**src/rtl/adder_tree_pkg.sv**
```systemverilog
`default_nettype none
// ============================================================================
// Module : adder_tree_pkg
// Brief  : Shared widths and FSM state type for the shared adder-tree arbiter.
// Rev    : 1.0
// ============================================================================
package adder_tree_pkg;

  localparam int A_W   = 4;
  localparam int C_W   = 8;
  localparam int SUM_W = 10;

  typedef enum logic [1:0] {
    IDLE = 2'd0,
    CALC = 2'd1,
    HOLD = 2'd2
  } state_t;

endpackage
`default_nettype wire

```
**src/rtl/adder_tree.sv**
```systemverilog
`default_nettype none
// ============================================================================
// Module : adder_tree
// Brief  : Two-level unsigned adder tree summing two 4-bit and two 8-bit terms.
// Rev    : 1.0
// ============================================================================
module adder_tree
  import adder_tree_pkg::*;
(
  input  logic [A_W-1:0]   i_a,
  input  logic [A_W-1:0]   i_b,
  input  logic [C_W-1:0]   i_c,
  input  logic [C_W-1:0]   i_d,
  output logic [SUM_W-1:0] o_sum3
);

  logic [SUM_W-1:0] w_sum_ab;
  logic [SUM_W-1:0] w_sum_cd;

  // Every term is zero-extended to the result width; 540 max fits in 10 bits.
  assign w_sum_ab = SUM_W'(i_a) + SUM_W'(i_b);
  assign w_sum_cd = SUM_W'(i_c) + SUM_W'(i_d);
  assign o_sum3   = w_sum_ab + w_sum_cd;

endmodule
`default_nettype wire

```
**src/rtl/rr_arbiter.sv**
```systemverilog
`default_nettype none
// ============================================================================
// Module : rr_arbiter
// Brief  : Combinational round-robin pick: first set request after i_ptr.
// Rev    : 1.0
// ============================================================================
module rr_arbiter #(
  parameter int NREQ = 4,
  parameter int ID_W = $clog2(NREQ)
) (
  input  logic [NREQ-1:0] i_req,
  input  logic [ID_W-1:0] i_ptr,
  output logic [ID_W-1:0] o_winner,
  output logic            o_any_req
);

  logic [ID_W-1:0] w_winner;
  logic [ID_W-1:0] w_cand;

  // Walk the ring backwards so the candidate closest to ptr+1 is written last.
  always_comb begin
    w_winner = '0;
    w_cand   = '0;
    for (int k = NREQ; k >= 1; k--) begin
      w_cand = ID_W'((int'(i_ptr) + k) % NREQ);
      if (i_req[w_cand]) begin
        w_winner = w_cand;
      end
    end
  end

  assign o_winner  = w_winner;
  assign o_any_req = |i_req;

endmodule
`default_nettype wire

```
**src/rtl/adder_tree_arbiter.sv**
```systemverilog
`default_nettype none
// ============================================================================
// Module : adder_tree_arbiter
// Brief  : Round-robin sharing of one adder tree among NREQ requesters.
// Rev    : 1.0
// ============================================================================
module adder_tree_arbiter
  import adder_tree_pkg::*;
#(
  parameter int NREQ = 4,
  parameter int ID_W = $clog2(NREQ)
) (
  input  logic                clk,
  input  logic                rst_n,
  input  logic [NREQ-1:0]     req,
  input  logic [NREQ*A_W-1:0] a_in,
  input  logic [NREQ*A_W-1:0] b_in,
  input  logic [NREQ*C_W-1:0] c_in,
  input  logic [NREQ*C_W-1:0] d_in,
  output logic [NREQ-1:0]     gnt,
  output logic                res_valid,
  output logic [ID_W-1:0]     res_id,
  output logic [SUM_W-1:0]    res_sum,
  input  logic                res_ready,
  output logic                busy
);

  state_t           r_state;
  logic [NREQ-1:0]  r_gnt;
  logic             r_valid;
  logic [ID_W-1:0]  r_id;
  logic [SUM_W-1:0] r_sum;
  logic [ID_W-1:0]  r_ptr;
  logic [A_W-1:0]   r_op_a;
  logic [A_W-1:0]   r_op_b;
  logic [C_W-1:0]   r_op_c;
  logic [C_W-1:0]   r_op_d;

  logic [ID_W-1:0]  w_winner;
  logic             w_any_req;
  logic [SUM_W-1:0] w_sum3;

  rr_arbiter #(
    .NREQ (NREQ),
    .ID_W (ID_W)
  ) u_rr_arbiter (
    .i_req     (req),
    .i_ptr     (r_ptr),
    .o_winner  (w_winner),
    .o_any_req (w_any_req)
  );

  adder_tree u_adder_tree (
    .i_a    (r_op_a),
    .i_b    (r_op_b),
    .i_c    (r_op_c),
    .i_d    (r_op_d),
    .o_sum3 (w_sum3)
  );

  // ptr resets to the last index so requester 0 has first priority.
  always_ff @(posedge clk or negedge rst_n) begin
    if (!rst_n) begin
      r_state <= IDLE;
      r_gnt   <= '0;
      r_valid <= 1'b0;
      r_id    <= '0;
      r_sum   <= '0;
      r_ptr   <= ID_W'(NREQ - 1);
      r_op_a  <= '0;
      r_op_b  <= '0;
      r_op_c  <= '0;
      r_op_d  <= '0;
    end else begin
      case (r_state)
        IDLE: begin
          if (w_any_req) begin
            r_op_a  <= a_in[w_winner*A_W +: A_W];
            r_op_b  <= b_in[w_winner*A_W +: A_W];
            r_op_c  <= c_in[w_winner*C_W +: C_W];
            r_op_d  <= d_in[w_winner*C_W +: C_W];
            r_gnt   <= NREQ'(1) << w_winner;
            r_id    <= w_winner;
            r_ptr   <= w_winner;
            r_state <= CALC;
          end else begin
            r_gnt   <= '0;
          end
        end
        CALC: begin
          r_sum   <= w_sum3;
          r_valid <= 1'b1;
          r_gnt   <= '0;
          r_state <= HOLD;
        end
        HOLD: begin
          if (res_ready) begin
            r_valid <= 1'b0;
            r_state <= IDLE;
          end
        end
        default: begin
          r_gnt   <= '0;
          r_valid <= 1'b0;
          r_state <= IDLE;
        end
      endcase
    end
  end

  assign gnt       = r_gnt;
  assign res_valid = r_valid;
  assign res_id    = r_id;
  assign res_sum   = r_sum;
  assign busy      = (r_state != IDLE);

endmodule
`default_nettype wire

```
**config.mk**
```make
export PLATFORM = sky130hd
export DESIGN_NAME = adder_tree_arbiter
export DESIGN_NICKNAME = d
export VERILOG_FILES = /design/src/rtl/adder_tree_pkg.sv /design/src/rtl/adder_tree.sv /design/src/rtl/rr_arbiter.sv /design/src/rtl/adder_tree_arbiter.sv
export SDC_FILE = /design/constraint.sdc
export NUM_CORES = 1
export LEC_CHECK = 0
export CORE_MARGIN = 4
export CORE_UTILIZATION = 35
export CTS_CLUSTER_DIAMETER = 30
export CTS_CLUSTER_SIZE = 10
export DETAILED_ROUTE_END_ITERATION = 10
export MAX_ROUTING_LAYER = met4
export PLACE_DENSITY = 0.66
export SYNTH_ARGS = -nofsm -noshare
export SYNTH_HDL_FRONTEND = slang
export SYNTH_SLANG_ARGS = --single-unit
```
**constraint.sdc**
```tcl
create_clock -name clk -period 5.07 [get_ports clk]
set_input_delay 1.014 -clock clk [delete_from_list [all_inputs] [get_ports clk]]
set_output_delay 1.014 -clock clk [all_outputs]
set_load 0.02 [all_outputs]
```
Yosys cells after proc, flatten, opt, wreduce, memory -nomap -nowiden
Cells that the tools add are included.
- flip-flop bits (word level): 45
- bits of input ports: 103
- output and inout port bits: 18
- word-level logic and storage cells: 56
- $add $sub $neg: 7
- order comparisons: 4
- equal/unequal tests: 4
- shifts and indexed selects: 5
- muxes and demuxes: 19
- bitwise logic cells: 1
- reductions and logical operators: 6
- operator list (cell ; number):
    $shiftx 32x6->8 ; 2
    $shiftx 16x5->4 ; 2
    $lt 2x3->1 const B ; 4
    $mux 2 ; 6
    $add 10x10->10 ; 1
    $add 8x8->9 ; 1
    $bmux 1 s2 ; 4
    $pmux 4 s2 ; 1
    $pmux 2 s3 ; 1
    $reduce_and 2->1 ; 3
    $add 4x4->5 ; 1
    $mux 1 ; 5
    $add 2x1->2 const B ; 2
    $add 2x2->2 const B ; 2
    $mux 4 ; 1
    $reduce_or 4->1 ; 1
    $shl 1x2->4 const A ; 1
    $pmux 1 s3 ; 1
    $eq 2x1->1 const B ; 1
    $eq 2x2->1 const B ; 1
    $logic_not 2->1 ; 1
    $ne 2x1->1 const B ; 1
    $ne 2x2->1 const B ; 1
    $reduce_bool 2->1 ; 1
    $not 1->1 ; 1

Depth between registers and ports, before layout
Gate-level depths: netlist (run 1).
- depth in word-level cells: 10
- gate-level depth with buffers: 11
- depth with buffers taken out: 11

Modules after synthesis
Synthesis (run 1) repeated with hierarchy kept, for this count alone.
- cells, all modules: 223
- area total of the unflattened synthesis: 3099.2 um2
- by module, submodules not included (module ; instances ; cells each ; area an instance (um2) ; sequential area each (um2)):
    adder_tree_arbiter ; 1 ; 138 ; 2396.0 ; 1128.6
    adder_tree ; 1 ; 71 ; 611.8 ; 0.0
    rr_arbiter ; 1 ; 14 ; 91.3 ; 0.0

Worst setup path before layout (run 1)
Ideal clock, no wire load.
- path kind: register to register
- start: reg r_op_c[0]
- end: reg r_sum[8] (netlist: res_sum[8])
- library setup time: 0.092 ns
- arrival: 2.509 ns
- required time: 4.978 ns
- path slack: 2.469 ns
- cell stages (with the launch flop): 11
- path buffers: 0
- period minus slack after synthesis: 2.601 ns
- cell sequence: dfrtp_1 > ha_1 > fa_1 > inv_1 > fa_1 > nor2b_1 > o21ai_0 > a21boi_0 > o2111ai_1 > o21a_1 > o31ai_2
- cells in the longest elaborated chain, start to end: 2
- RTL lines (what ; line ; source):
    from (decl) ; adder_tree_arbiter.sv:36 ; logic [C_W-1:0] r_op_c;
    from (signal assigned) ; adder_tree_arbiter.sv:80 ; r_op_c <= c_in[w_winner*C_W +: C_W];
    $add 8x8->9 ; adder_tree.sv:22 ; assign w_sum_cd = SUM_W'(i_c) + SUM_W'(i_d);
    $add 10x10->10 ; adder_tree.sv:23 ; assign o_sum3 = w_sum_ab + w_sum_cd;
    to (signal assigned) ; adder_tree_arbiter.sv:91 ; r_sum <= w_sum3;
    to (decl) ; adder_tree_arbiter.sv:32 ; logic [SUM_W-1:0] r_sum;
Every way passes these cells.
A chain may end at the register's enable or synchronous reset.

Final worst setup path (run 1)
- start: in req[3]
- end: reg r_op_c[0]
- cells in the longest elaborated chain, start to end: 7
- elaborated cells on any way between the ends: 15
- classes of those cells: shift: 1; mux: 12; reduce/logical: 2
- RTL lines (what ; line ; source):
    from (decl) ; adder_tree_arbiter.sv:15 ; input logic [NREQ-1:0] req,
    $bmux 1 s2 ; rr_arbiter.sv:26 ; if (i_req[w_cand]) begin
    $mux 1 (not written as such) ; rr_arbiter.sv:26 ;
    $mux 2 (4 in series) ; rr_arbiter.sv:26 ;
    $shiftx 32x6->8 ; adder_tree_arbiter.sv:80 ;
Several ways; a longest one is shown, not always the timed one. The select of a mux whose other input is x is not followed.

==> metrics list, run 1 <==
- Die height: 104 um
* Setup repair after global routing missed its margin: no
- Placement-stage cell area: 4490 sq um
- Most frequently used flop master after synthesis: dfrtp_1
- Power density over the cells: 707 nW/um^2
* Worst setup skew after layout: 0.00945 ns
* Nature of the critical path endpoint: register
- After clock tree synthesis, the clock-pin slew on the worst setup and hold paths is 0.08 ns.
* Clock net sink count: 45
- For the pin with the worst max-slew slack, the measured transition is 1.02 ns.
- Global-route wire length before repair: 13.1 mm
* Maximum level of the CTS H-tree: 2
- Drt drc: 0
- RD Place Congestion: 0.769
- Total setup buffers inserted after CTS: 0
- The count of endpoints failing hold in the final timing report is 0.
* Clock tree from TritonCTS: built
- Minimum period implied by the final worst setup slack: 3.19 ns
- Clock root cell: clkbuf_8
* Max-cap violations: 0
- After layout, the worst setup slack is 1.88 ns.
- Critical path startpoint category: input port
- Most used standard cell by instance count after synthesis: mux2i_1
* DPL Wire Length: 6.45 mm
- Detailed-router iteration count before antenna repair: 4
- After synthesis, the cell types taking the most area are dfrtp_1, mux2i_1, mux2_2.
* Vias in the first global route: 2,769
* Count of endpoints failing setup in the final report: 0
- P&R area growth vs syn: 42.8%
- Timing analysis after detailed placement gives a worst setup slack of 1.54 ns.
- Nets@finish: 528
- For this run, the total global-route usage over all layers was measured as 15.3%.
- Counting distinct cell types in the post-synthesis netlist gives 41.
- After detailed routing, the average wire length per cell comes to 15.5 um.
* Final hold slack: 0.485 ns
* Core area: 8810 sq um
- Once layout is done, the placed cells without fillers occupy 4580 sq um.
- The die covers 10,800 sq um.
- Setup total negative slack on the finished layout was measured at 0 ns.
- CTS-repair resized insts: 0
* Post-synth net total: 413
* Number of DRC markers in iteration 0: 60
- The synthesized design contains 45 register bits.
* Initial core utilization: 36.4%
- Maximum achievable frequency: 0.313 GHz
* Pin count of the biggest net entering global routing: 46
- Buffers inserted to repair hold after CTS numbered 0.
- In the finished design, the share of the clock period the worst path needs comes to 62.9%.
- From left edge to right edge, the die measures 104 um.
- Number of flops mapped to enable cells by yosys: 0
- Via total after detailed routing: 2,583
- Leakage power of the design: 2.04 nW
- Pin placement for this block handled 121 I/O pins.
- Port bufs: 120
- Final slew viol count: 0
- Number of warning messages in the yosys log: 0
* Fill cell count: 828
- Path type of the worst setup path: input port to register
* Maximum fanout encountered on the critical timing path: 32
* Residual overflow from global routing: 0
- The tightest min-delay check is of the register to register type.
* Synth Area per Inst: 11.1 sq um
- Initial antenna violation count: 0
- Detail Route Antenna Nets: 0
- The number of antenna diodes in the final layout is 0.
- Summed over all instances, the cell type with the most area after synthesis is dfrtp_1.
* Crit path arrival time: 3.37 ns
- Clock latency at the later pin of the worst-skew pair: 0.30 ns
* Fraction of synthesis flops using an asynchronous set or reset pin: 100%
* Max-slew headroom: 31.9%
* Total CTS buffers: 5
- Proportion of synthesized chip area in sequential cells: 35.2%
- The clock passes through at most 2 buffers.
* Maximum vdd drop: 0.412 mV
* Run status: complete, no violations
- Using the TritonRoute via totals, the vias-per-cell ratio works out to 5.03.
- In this run the core area contains 34 standard-cell rows.
* Final wirelength: 7.96 mm
- Post-synthesis instance total: 290
- Share of layout cells above drive strength 1: 11.3%
* Synth cell count leaders: mux2i_1, dfrtp_1, mux2_2
* CP required: 5.25 ns
- Cell area after synthesis: 3210 sq um
* Fraction of post-synthesis cell area in the top cell type by area: 33.5%
cell type report:
cell class	count	area, sq um	share of cell area, %
Sequential cell	45	1130	24.6
Inverter	9	33.8	0.737
Clock buffer	8	90.1	1.97
Multi-Input combinational cell	221	1960	42.8
Tap cell	108	135	2.95
Timing Repair Buffer	123	1230	26.9
placed cells by master, fill, tap and decap left out, types with 4 or more instances in the layout:
master           instances
mux2i_1                 73
a21oi_1                  7
a21o_1                   7
nor2_1                   4
nand2_1                 20
clkbuf_8                 6
inv_1                    9
ha_1                    17
clkdlybuf4s50_1        119
o21ai_0                 18
xor2_1                   5
mux2_2                  27
xnor2_1                  6
dfrtp_1                 43
metrics by stage:
stage / util (%) / power, mW / instances
final: 52.0 / 3.24 / 514
after floorplan: - / 2.46 / 290
after detailed placement: 51.0 / 3.05 / 506
after global routing: 52.0 / 3.58 / 514
after CTS: 52.0 / 3.29 / 514
after global placement: 51.0 / 3.01 / 506
path summary, 6_finish.rpt:
| kind | start | to | slack, ns | cells after the start |
|---|---|---|---|---|
| min reg2reg | res_sum[1] | res_sum[1] | 0.48 | 2 |
| min in group asynchronous | rst_n | res_sum[9] | 0.88 | 1 |
| max in group asynchronous | rst_n | r_op_c[0] | 3.55 | 1 |
| min | res_sum[1] | res_sum[1] | 0.48 | 2 |
| max | req[3] | r_op_c[0] | 1.88 | 7 |
| max reg2reg | r_op_c[0] | res_sum[8] | 2.23 | 10 |
power breakdown:
part	internal, mW	switching, mW	total [mW]
clock network	0.111	0.116	0.227
logic	1.16	1.17	2.33
registers	0.556	0.126	0.682
flip-flops by register name (all words and copies together), names as in the netlist:
signal and flops:
r_op_d 8, r_ptr 2, res_id 2, gnt 4, res_valid 1, r_op_c 8
r_op_b 4, res_sum 10, r_state 2, r_op_a 4
cells by family (layout without fill, tap and decap cells):
| group | count (synthesis) | after routing | share of synthesized area (%) |
|---|---|---|---|
| mux | 100 | 100 | 32.3 |
| compound gates | 51 | 51 | 10.6 |
| flops | 45 | 45 | 35.2 |
| simple gates | 38 | 38 | 5.30 |
| buf+inv | 24 | 140 | 4.60 |
| fa+ha+maj | 20 | 20 | 8.50 |
| xor+xnor | 12 | 12 | 3.51 |
critical path, cell delays in order:
cell and delay [ns]:
clkdlybuf4s50_1 0.55, a31oi_1 0.15, a21oi_4 0.70, buf_12 0.32, mux2i_1 0.24, mux2i_1 0.10, mux2_2 0.29
routing by layer:
| layer | up-vias | global-route usage (%) | part of all wire (%) |
|---|---|---|---|
| met5 | - | - | 0 |
| met4 | 0 | 4.56 | 1.6 |
| met3 | 12 | 3.30 | 4.8 |
| met2 | 73 | 28.3 | 54 |
| met1 | 1214 | 16.5 | 39 |
| li1 | 1284 | - | - |
(Power assumes the default switching activity.)
==> run 2: changes to the inputs <==
==> constraint.sdc (replaced) <==
create_clock -name clk -period 3.2 [get_ports clk]
set_input_delay 0.64 -clock clk [delete_from_list [all_inputs] [get_ports clk]]
set_output_delay 0.64 -clock clk [all_outputs]
set_load 0.02 [all_outputs]
==> metrics list, run 2 (synthesis results as in run 1) <==
* Nature of the critical path endpoint: register (unchanged)
- Path type of the worst setup path: register to register (was input port to register)
* Max-cap violations: 0 (unchanged)
- Final standard cell count with taps included and fillers excluded: 516 (was 514)
- The routability congestion estimate from global placement was 0.777 (was 0.769).
* Setup TNS Final: 0 ns (unchanged)
- Drt drc: 0 (unchanged)
- Startpoint of the worst-slack reg-to-reg timing path: r_op_c[0] (unchanged)
- Total number of cells along the worst setup path: 10 (was 7)
- Initial antenna violation count: 0 (unchanged)
* Total CTS buffers: 5 (unchanged)
* Clock latency at the later pin of the worst-skew pair: 0.30 ns (about the same)
- The CTS tree was built (unchanged).
- Hold-critical path depth: 2 (unchanged)
- The total chip power is 5.23 mW (was 3.24 mW).
- The smallest setup slack after layout came to 0.356 ns (was 1.88 ns).
* Minimum setup slack among reg-to-reg paths: 0.36 ns (was 2.23 ns)
- In the finished design, the share of the clock period the worst path needs comes to 88.9%.
- The layout cell share with drive strength beyond 1 is 12.0% (was 11.3%).
- The CTS clock-pin slew for the worst setup and hold paths was 0.08 ns (about the same).
* Critical path startpoint category: register (was input port)
- The die outline area is 10,800 sq um (unchanged).
- The most common library cell in the layout ignoring fill and taps was clkdlybuf4s50_1 (unchanged).
* Fill cell count: 796 (was 828)
* Worst-path cell with the longest stage delay: fa_1 (was a21oi_4)
- The core region area is 8810 sq um (unchanged).
- Max FFs per register: 10 (unchanged)
- Global-route wire length before repair: 12.9 mm (was 13.1 mm)
- Critical path launch point: r_op_c[0] (was req[3])
- The level count of the clock H-tree is 2 (unchanged).
* Final hold slack: 0.483 ns (was 0.485 ns)
- CP required: 3.41 ns (was 5.25 ns)
- Critical-path cell list: ha_1 > fa_1 > inv_1 > fa_1 > nor2b_1 > o21ai_0 > a21boi_0 > o2111ai_1 > o21a_1 > o31ai_2 (was clkdlybuf4s50_1 > a31oi_1 > a21oi_4 > buf_12 > mux2i_1 > mux2i_1 > mux2_2)
* Clock net sink count: 45 (unchanged)
- Final slew viol count: 0 (unchanged)
- Total setup buffers inserted after CTS: 0 (unchanged)
- The initial cell density of the core was 36.4% (unchanged).
* Chip Width: 104 um (unchanged)
- The peak fanout along the critical path is 3 (was 32).
- The largest vdd supply drop was 0.626 mV (was 0.412 mV).
* Port bufs: 120 (unchanged)
- Footprint of the multi-input gates: 1960 sq um (unchanged)
* Hold Fails Final Rpt: 0 (unchanged)
* Start point of the worst hold path: gnt[2] (was res_sum[1])
- The number of buffers between clock root and the deepest sink is 2 (unchanged).
* Crit path arrival time: 3.05 ns (was 3.37 ns)
* Detail Route Antenna Nets: 0 (unchanged)
* Number of cells on the worst reg-to-reg path: 10 (unchanged)
- The post-placement cell count came to 508 (was 506).
- Top library cells by usage in the layout, fill and taps aside: clkdlybuf4s50_1, mux2i_1, dfrtp_1, mux2_2, nand2_1 (unchanged).
- Storage element area: 1130 sq um (unchanged)
- Minimum period implied by the final worst setup slack: 2.84 ns
- The root cell of the clock tree is clkbuf_8 (unchanged).
* Nets@finish: 530 (was 528)
- The routed wire length per instance came to 14.7 um (was 15.5 um).
- Final wirelength: 7.61 mm (was 7.96 mm)
* P&R area growth vs syn: 44.5% (was 42.8%)
* Power density over the cells: 1130 nW/um^2 (was 707 nW/um^2)
* Number of antenna repair diodes: 0 (unchanged)
- Setup repair after global routing missed its margin: no (unchanged)
* Kind of path behind the tightest hold check: register to register (unchanged)
- The largest net degree at the start of global routing was 46 (unchanged).
- The cell family with the largest share of critical-path delay was adder cells (was buffers and inverters).
* Vias in the first global route: 2,723 (was 2,769)
* Total global-route track usage: 14.8% (was 15.3%)
- Slew @ Worst Pin: 0.993 ns (was 1.02 ns)
* Ratio of routed vias to standard cells: 4.99 (was 5.03)
* Count of hold-fix buffers inserted at cts: 0 (unchanged)
* Detailed-router iteration count before antenna repair: 6 (was 4)
- The floorplan row count came to 34 (unchanged).
- Total I/O pin count: 121 (unchanged)
- Capture instance of the worst register-to-register path: res_sum[8] (unchanged)
- CTS-repair resized insts: 0 (unchanged)
- DPL Wire Length: 6.14 mm (was 6.45 mm)
* Most Frequent Cell on Critical Path: fa_1 (was mux2i_1)
- Max-slew headroom: 33.8% (was 31.9%)
- Die height: 104 um (unchanged)
- The end of the worst hold path is gnt[2] (was res_sum[1]).
- The global route total overflow came to 0 (unchanged).
* Maximum achievable frequency: 0.352 GHz
- Run status: complete, no violations (unchanged)
- The final setup skew is 0.00473 ns (was 0.00945 ns).
- Worst setup slack before clock tree synthesis: 0.382 ns (was 1.54 ns)
* Count of endpoints failing setup in the final report: 0 (unchanged)
* Leakage power of the design: 2.07 nW (was 2.04 nW)
- Via total after detailed routing: 2,576 (was 2,583)
* Number of DRC markers in iteration 0: 50 (was 60)
- The delay contributed by the slowest stage of the critical path is 0.52 ns (was 0.70 ns).
- Total buffers and inverters traversed by the critical path: 1 (was 2)
-- run 2: worst max-delay path by stage --
stage,endpoint,slack [ns]
2_1_floorplan,res_sum[8],0.60
3_3_place_gp,res_sum[8],0.45
3_5_place_dp,res_sum[8],0.38
4_1_cts,res_sum[8],0.37
5_1_grt,res_sum[8],0.06
6_report,res_sum[8],0.36
-- run 2: worst min-delay path, stage by stage (launching register included) --
cell     delay [ns]
dfrtp_1        0.35
nand2_1        0.04
o21ai_0        0.06
-- run 2: power breakdown --
group | internal (mW) | total, mW | switching [mW]
Combinational | 1.85 | 3.72 | 1.87
Clock | 0.255 | 0.440 | 0.186
Sequential | 0.880 | 1.07 | 0.189
Total | 2.98 | 5.23 | 2.25
-- run 2: area by class of cell --
class / count / share of cell area [%]
Clock buffer: 7 / 1.86
Multi-Input combinational cell: 221 / 42.3
Sequential cell: 45 / 24.3
Tap cell: 108 / 2.91
Inverter: 9 / 0.729
Clock inverter: 1 / 0.648
Timing Repair Buffer: 125 / 27.2
-- run 2: metrics by stage --
step                area (sq um)  util [%]
finish                      4640      52.6
global route                4640      52.6
CTS                         4640      52.6
detailed placement          4520      51.3
global placement            4520      51.3
floorplan                   3210         -
-- run 2: per-layer routing --
metal,track usage [%],up-vias,part of all wire (%)
li1,-,1290,-
met1,16.2,1216,39
met2,27.6,64,55
met3,2.92,6,4.5
met4,3.70,0,1.0
met5,-,-,0
==> run 3: changes to the inputs <==
--- a/config.mk
+++ b/config.mk
@@ -5,13 +5,14 @@
 export SDC_FILE = /design/constraint.sdc
 export NUM_CORES = 1
 export LEC_CHECK = 0
+export CORE_ASPECT_RATIO = 1.5
 export CORE_MARGIN = 4
-export CORE_UTILIZATION = 35
+export CORE_UTILIZATION = 45
 export CTS_CLUSTER_DIAMETER = 30
 export CTS_CLUSTER_SIZE = 10
 export DETAILED_ROUTE_END_ITERATION = 10
 export MAX_ROUTING_LAYER = met4
-export PLACE_DENSITY = 0.66
+export PLACE_DENSITY = 0.81
 export SYNTH_ARGS = -nofsm -noshare
 export SYNTH_HDL_FRONTEND = slang
 export SYNTH_SLANG_ARGS = --single-unit
==> metrics list, run 3 (synthesis results as in run 1) <==
- Run status: complete, no violations (unchanged).
* Initial antenna violation count: 0 (unchanged)
* Vias in the first global route: 2,725 (was 2,723)
- The antenna diode count is 0 (unchanged).
- The area added between synthesis and finish came to 42.2% (was 44.5%).
- The root cell of the clock tree was clkbuf_8 (unchanged).
- The area occupied by multi-input gates is 1960 sq um (unchanged).
* Leading cell type in the layout, fill and taps excluded: clkdlybuf4s50_1 (unchanged)
* Detailed-router iteration count before antenna repair: 4 (was 6)
- Die height: 111 um (was 104 um)
* Minimum period implied by the final worst setup slack: 2.94 ns (was 2.84 ns)
- Clock latency at the later pin of the worst-skew pair: 0.29 ns (was 0.30 ns)
* Average wire per standard cell: 14.8 um (was 14.7 um)
- The share of total power in the clock network was 6.4% (was 8.4%).
- The peak fanout along the critical path is 4 (was 3).
* Setup TNS Final: 0 ns (unchanged)
- The number of gates resized after CTS came to 0 (unchanged).
* Chip Width: 76.9 um (was 104 um)
* Critical path launch point: r_op_c[0] (unchanged)
* Setup repair after global routing missed its margin: no (unchanged)
* Startpoint of the worst-slack reg-to-reg timing path: r_op_c[0] (unchanged)
- Reg clk slew, reported paths: 0.08 ns (about the same)
* Total setup buffers inserted after CTS: 0 (unchanged)
- The flip-flop count of the largest register after layout came to 10 (unchanged).
- The internal power of the cells was 2.88 mW (was 2.98 mW).
* Hold Fails Final Rpt: 0 (unchanged)
- The number of violations of the max-capacitance limit is 0 (unchanged).
- The total routing usage reported by global routing was 17.9% (was 14.8%).
* Worst setup skew after layout: 0.00765 ns (was 0.00473 ns)
- Port bufs: 120 (unchanged)
* Top library cells by usage in the layout, fill and taps aside: clkdlybuf4s50_1, mux2i_1, dfrtp_1, mux2_2, nand2_1 (unchanged)
* Kind of path behind the tightest hold check: register to register (unchanged)
- The post-detailed-placement half-perimeter wirelength was 6.00 mm (was 6.14 mm).
- The data required time at the worst endpoint came to 3.36 ns (was 3.41 ns).
- The area taken by flip-flops and latches came to 1130 sq um (unchanged).
* Share of layout cells above drive strength 1: 11.8% (was 12.0%)
- Power density over the cells: 1130 nW/um^2 (about the same)
* Count of hold-fix buffers inserted at cts: 0 (unchanged)
- The clock buffer count from CTS was 5 (unchanged).
- Number of DRC markers in iteration 0: 69 (was 50)
- The switching part of the total power was 43.9% (was 43.0%).
- Worst-path cell with the longest stage delay: fa_1 (unchanged)
- Maximum achievable frequency: 0.340 GHz (was 0.352 GHz)
- The worst slew margin relative to its limit came to 36.5% (was 33.8%).
- The category of the critical setup timing path is register to register (unchanged).
- Slew @ Worst Pin: 0.953 ns (was 0.993 ns)
- The antenna violation net count after detailed routing was 0 (unchanged).
* Core area: 6900 sq um (was 8810 sq um)
* Net load switching power: 2.26 mW (was 2.25 mW)
- The cell family with the largest share of critical-path delay is compound AO/OA/AOI/OAI gates (was adder cells).
* Total buffers and inverters traversed by the critical path: 0 (was 1)
* RD Place Congestion: 0.906 (was 0.777)
- Total I/O pin count: 121 (unchanged)
- Fill cell count: 557 (was 796)
- The type of element launching the critical path is a register (unchanged).
- Start point of the worst hold path: res_sum[3] (was gnt[2])
- The remaining design rule violation count was 0 (unchanged).
- The utilization after layout was 66.2% (was 52.6%).
- Final slew viol count: 0 (unchanged)
- Clock net sink count: 45 (unchanged)
* Initial core utilization: 46.5% (was 36.4%)
* Leakage power of the design: 2.05 nW (was 2.07 nW)
* Sequential share of power: 21.1% (was 20.4%)
- Most Frequent Cell on Critical Path: ha_1 (was fa_1)
* Final wirelength: 7.17 mm (was 7.61 mm)
- The largest net degree at the start of global routing was 46 (unchanged).
- Clock tree from TritonCTS: built (unchanged)
* Global-route wire length before repair: 12.3 mm (was 12.9 mm)
- The global route total overflow was 0 (unchanged).
* Combinational group share of total power: 72.5% (was 71.1%)
- Number of rows created at floorplan: 37 (was 34)
- The per-cell via count in the routed design was 5.31 (was 4.99).
- The element type at the critical path end is a register (unchanged).
- Critical-path cell list: ha_1 > fa_1 > a21o_1 > a21oi_1 > xnor2_1 > ha_1 > nand2_1 > o21ai_0 > nand4_1 > o41ai_1 (was ha_1 > fa_1 > inv_1 > fa_1 > nor2b_1 > o21ai_0 > a21boi_0 > o2111ai_1 > o21a_1 > o31ai_2).
- The number of buffers between clock root and the deepest sink was 2 (unchanged).
- Ratio of final minimum period to clock period: 92.0% (was 88.9%)
* Maximum level of the CTS H-tree: 2 (unchanged)
* Maximum vdd drop: 0.656 mV (was 0.626 mV)
* Full die area: 8570 sq um (was 10,800 sq um)
* Worst path max stage delay: 0.43 ns (was 0.52 ns)
* Crit path arrival time: 3.11 ns (was 3.05 ns)
- Nets@finish: 530 (unchanged)
* Count of endpoints failing setup in the final report: 0 (unchanged)
- Via total after detailed routing: 2,579 (was 2,576)
run 3: cell count changes in the layout (fill, tap and decap cells not counted):
cell and change:
clkbuf_1 +1, clkbuf_8 -1, clkinv_2 +1, bufinv_16 -1
run 3: per-layer routing:
metal / part of all wire (%) / vias to the layer above / routed length [um] / track usage (%)
li1: - / 1291 / - / -
met5: 0 / - / 0 / -
met2: 54 / 77 / 3890 / 32.0
met1: 38 / 1196 / 2730 / 19.6
met3: 4.9 / 15 / 351 / 2.99
met4: 2.9 / 0 / 209 / 6.77
run 3: area by class of cell:
| type | count | share of cell area [%] |
|---|---|---|
| Sequential cell | 45 | 24.7 |
| Timing Repair Buffer | 125 | 27.6 |
| Tap cell | 78 | 2.14 |
| Inverter | 9 | 0.740 |
| Clock inverter | 1 | 0.110 |
| Multi-Input combinational cell | 221 | 43.0 |
| Clock buffer | 7 | 1.67 |
run 3: power groups by stage:
| stage | Combinational (mW) | Clock [mW] | Sequential [mW] |
|---|---|---|---|
| global placement | 3.64 | 0 | 1.09 |
| finish | 3.73 | 0.329 | 1.09 |
| detailed placement | 3.74 | 0 | 1.11 |
| floorplan | 2.75 | 0 | 1.15 |
| CTS | 3.77 | 0.340 | 1.09 |
| global route | 4.21 | 0.361 | 1.13 |
run 3: through the flow:
stage / std cells / worst slack [ns] / instance area, sq um / hold slack, ns / power (mW)
final: 486 / 0.256 / 4560 / 0.479 / 5.14
after global placement: 478 / 0.467 / 4480 / 0.460 / 4.73
after floorplan: 290 / 0.599 / 3210 / 0.344 / 3.90
after CTS: 486 / 0.222 / 4560 / 0.489 / 5.20
after detailed placement: 478 / 0.247 / 4480 / 0.471 / 4.85
after global routing: 486 / 0.0356 / 4560 / 0.511 / 5.70
run 3: path summary, 6_finish.rpt:
path | end | slack [ns] | cells past startpoint
max in group asynchronous | r_op_d[5] | 2.11 | 1
hold reg to reg | res_sum[3] | 0.48 | 2
min in group asynchronous | res_sum[5] | 0.49 | 1
setup reg to reg | res_sum[9] | 0.26 | 10
hold / removal | res_sum[3] | 0.48 | 2
setup / recovery | res_sum[9] | 0.26 | 10
run 3: worst reg2reg max path: cells and delay by family (launching register included):
kind            cells  cell delay (ns)
fa+ha+maj           3             1.00
simple gates        2             0.26
xor+xnor            1             0.09
flops               1             0.39
compound gates      4             1.09
